--- src/rtl/gray_counter_updn.sv ---
// Up/down binary counter with a registered Gray-coded copy and a wrap pulse.
// Gray is encoded from the next-state binary so the output flop never glitches.
module gray_counter_updn #(
    parameter int          WIDTH    = 4,
    parameter int unsigned INIT_BIN = 0
) (
    input  logic             clk,
    input  logic             rst,
    input  logic             en,
    input  logic             up,
    input  logic             load,
    input  logic [WIDTH-1:0] load_bin,
    output logic [WIDTH-1:0] bin,
    output logic [WIDTH-1:0] gray,
    output logic             wrap
);

    localparam logic [WIDTH-1:0] INIT_B = WIDTH'(INIT_BIN);
    localparam logic [WIDTH-1:0] INIT_G = INIT_B ^ (INIT_B >> 1);
    localparam logic [WIDTH-1:0] ONES   = '1;

    logic [WIDTH-1:0] bin_nx;
    logic             wrap_nx;

    always_comb begin
        bin_nx  = bin;
        wrap_nx = 1'b0;
        if (load) begin
            bin_nx = load_bin;
        end else if (en) begin
            if (up) begin
                bin_nx  = bin + 1'b1;
                wrap_nx = (bin == ONES);
            end else begin
                bin_nx  = bin - 1'b1;
                wrap_nx = (bin == '0);
            end
        end
    end

    always_ff @(posedge clk) begin
        if (rst) begin
            bin  <= INIT_B;
            gray <= INIT_G;
            wrap <= 1'b0;
        end else begin
            bin  <= bin_nx;
            gray <= bin_nx ^ (bin_nx >> 1);
            wrap <= wrap_nx;
        end
    end

endmodule

--- config.mk ---
export PLATFORM = sky130hd
export DESIGN_NAME = gray_counter_updn
export DESIGN_NICKNAME = d
export VERILOG_FILES = /design/src/rtl/gray_counter_updn.sv
export SDC_FILE = /design/constraint.sdc
export NUM_CORES = 1
export LEC_CHECK = 0
export CELL_PAD_IN_SITES_DETAIL_PLACEMENT = 0
export CELL_PAD_IN_SITES_GLOBAL_PLACEMENT = 1
export CORE_UTILIZATION = 30
export CTS_CLUSTER_SIZE = 25
export DETAILED_ROUTE_END_ITERATION = 10
export PLACE_DENSITY = 0.87
export SYNTH_ARGS = -nofsm -noshare
export SYNTH_HDL_FRONTEND = slang
export SYNTH_SLANG_ARGS = --single-unit
--- constraint.sdc ---
create_clock -name clk -period 2.3 [get_ports clk]
set_input_delay 0.23 -clock clk [delete_from_list [all_inputs] [get_ports clk]]
set_output_delay 0.23 -clock clk [all_outputs]
set_load 0.01 [all_outputs]
==> metrics.csv <==
metric,value,unit
outcome,"complete, no violations",
slew_viol_final,0,
dp_hpwl,799,µm
cp.arrival,2.14,ns
drtIter0Drc,10,
power.leakage,0.301,nW
fill_cells,153,
cp_slowest_cell,clkdlybuf4s50_1,
avgRoutedWirePerCell,12.1,µm
worstPathCellList,"clkdlybuf4s50_1, inv_1, fa_1, mux2_2, mux2i_1, o21ai_0, a21oi_1",
pin_count,18,
syn_area,489,µm²
path_clk_slew,0.05,ns
drt_pre_antenna_iters,6,
setup_viol,0,
start_kind,primary input,
ys_ff_latch,8,
critical_path_class,primary input to flop,
worstPathMaxFanout,5,
worstPathRequired,2.48,ns
post_cts_buffers,0,
synth_top_family_by_area,simple AND/OR/NAND/NOR gates,
cts_sinks,8,
grt_pass1_wl,1.79,mm
gp_congestion,0.676,
grt_overflow,0,
synth_seq_area_share,0.327,
areaGrowthSynthToFinish,44.0,%
grt_usage,0.130,
numCtsBuffers,3,
die_area,1800,µm²
hold_path.class,primary input to flop,
die_h,42.4,µm
htree_levels,1,
synthMuxAreaShare,0.0844,
postCtsHoldBufs,0,
setup_ws,0.334,ns
worst_pin_slew,0.381,ns
remaining_drc_errors,0,
clock.fmax,509,MHz
insertedDiodeCount,0,
synthAdderAreaFrac,0.0921,
rsz0062_at_grt,no,
avgSynthCellArea,9.23,µm²
floorplan.die.width,42.4,µm
drt-vias-per-instance,5.30,
cp-end-kind,flop,
tns,0,ns
cts-root-buf,clkbuf_4,
place_ws,0.0770,ns
start_util,0.325,
synthCells,53,
synth-simple-area-share,0.225,
period_share,0.855,
syn_nets,65,
wl,1.08,mm
core,1510,µm²
synth_xor_xnor_area_share,0.0537,
io_buffers,17,
synth_cell_types,31,
yosysWarningCount,0,
grt_antenna_before_repair,0,
antenna_left,0,
layout_min_cycle_time,1.97,ns
cts_resized,0,
num_vias,472,
placementRows,14,
cts_buffer_depth,2,
hold_viol,0,
cts_tree,yes,
synth_compound_area_frac,0.153,
drive_gt1_frac,0.110,
maxSlewHeadroom,0.744,
pwr_density_cell,565,nW/µm²
vdd_drop_max,0.279,mV
fin_worst_skew,0.000239,ns
final_net_count,87,
drv_cap,0,
grt_start_max_net_pins,11,
first_global_vias,404,
clock_latency,0.25,ns
max_stage_delay,0.48,ns
cells in the mapped netlist:
cell	count	area, µm²
mux2i_1	3	30.0
xor2_1	1	8.76
nand4_1	1	6.26
nor2_1	6	22.5
or3_1	2	12.5
nor4bb_1	1	10.0
nor4b_1	1	8.76
a211oi_1	1	7.51
inv_1	3	11.3
mux2_2	1	11.3
a221o_1	1	10.0
buf_4	2	15.0
o2bb2ai_1	1	8.76
or4b_1	1	10.0
nand3_2	1	10.0
a31oi_1	1	6.26
a21oi_1	3	15.0
nor4_1	1	6.26
o21bai_1	1	7.51
a22oi_1	1	7.51
a21o_1	1	7.51
o21ai_0	1	5.00
nor3b_1	1	7.51
xnor2_1	2	17.5
dfxtp_1	8	160
nand2_1	1	3.75
buf_2	1	5.00
ha_1	2	25.0
fa_1	1	20.0
nand3_1	1	5.00
nand3b_1	1	7.51
layout by cell type, fill, tap and decap left out:
cell and n:
nand2_1 1, nor4bb_1 1, fa_1 1, clkdlybuf4s50_1 17
clkbuf_4 3, mux2_2 1, xor2_1 1, nand4_1 1
or3_1 2, o2bb2ai_1 1, a22oi_1 1, nor4_1 1
a211oi_1 1, inv_1 3, a221o_1 1, mux2i_1 3
or4b_1 1, dfxtp_1 8, xnor2_1 2, nor4b_1 1
nand3_2 1, nand3b_1 1, o21ai_0 1, nor3b_1 1
a31oi_1 1, buf_4 3, o21bai_1 1, a21o_1 1
a21oi_1 3, nor2_1 6, ha_1 2, nand3_1 1
registers in the layout, indices dropped and copies added (netlist names):
name  flops
bin       4
gray      3
wrap      1
path summary, 6_finish.rpt:
check,slack (ns),from,to,depth (start not counted)
worst min register to register,0.69,bin[2],wrap,4
worst max-delay path,0.33,up,gray[1],7
worst min-delay path,0.65,load_bin[0],bin[0],3
worst max register to register,0.44,bin[0],gray[1],5
stage by stage:
step	instance area, µm²	total power [mW]	hold WS, ns	instances	utilization
2_1_floorplan	489	0.239	0.299	53	-
3_3_place_gp	682	0.295	0.696	86	0.453
3_5_place_dp	682	0.297	0.692	86	0.453
4_1_cts	704	0.403	0.652	89	0.468
5_1_grt	704	0.426	0.692	89	0.468
6_report	704	0.398	0.651	89	0.468
layer usage:
layer / global-route usage / part of all wire
met3: 0.0431 / 0.069
met1: 0.173 / 0.46
met5: 0 / 0
met4: 0.0375 / 0
met2: 0.200 / 0.47
worst max-delay path, delay by kind of cell:
family	cells	cell delay, ns
buffers and inverters	2	0.59
muxes	2	0.55
adders and majority gates	1	0.48
AOI/OAI and AO/OA	2	0.30
final cells by class:
class | instances | area [µm²] | share of cell area
Clock buffer | 3 | 22.5 | 0.0320
Inverter | 3 | 11.3 | 0.0160
Multi-Input combinational cell | 39 | 298 | 0.423
Sequential cell | 8 | 160 | 0.227
Tap cell | 16 | 20.0 | 0.0284
Timing Repair Buffer | 20 | 193 | 0.274
cell families (layout without fill, tap and decap cells):
kind of cell    after synthesis  after routing
fa+ha+maj                     3              3
compound gates               11             11
simple gates                 18             18
mux                           4              4
xor+xnor                      3              3
flops                         8              8
buf+inv                       6             26
power breakdown:
group	internal (mW)	total (mW)	switching, mW
combinational	0.0745	0.128	0.0533
clock	0.0594	0.103	0.0433
sequential	0.153	0.167	0.0143
Note: power is estimated with default switching activity, not from simulation.
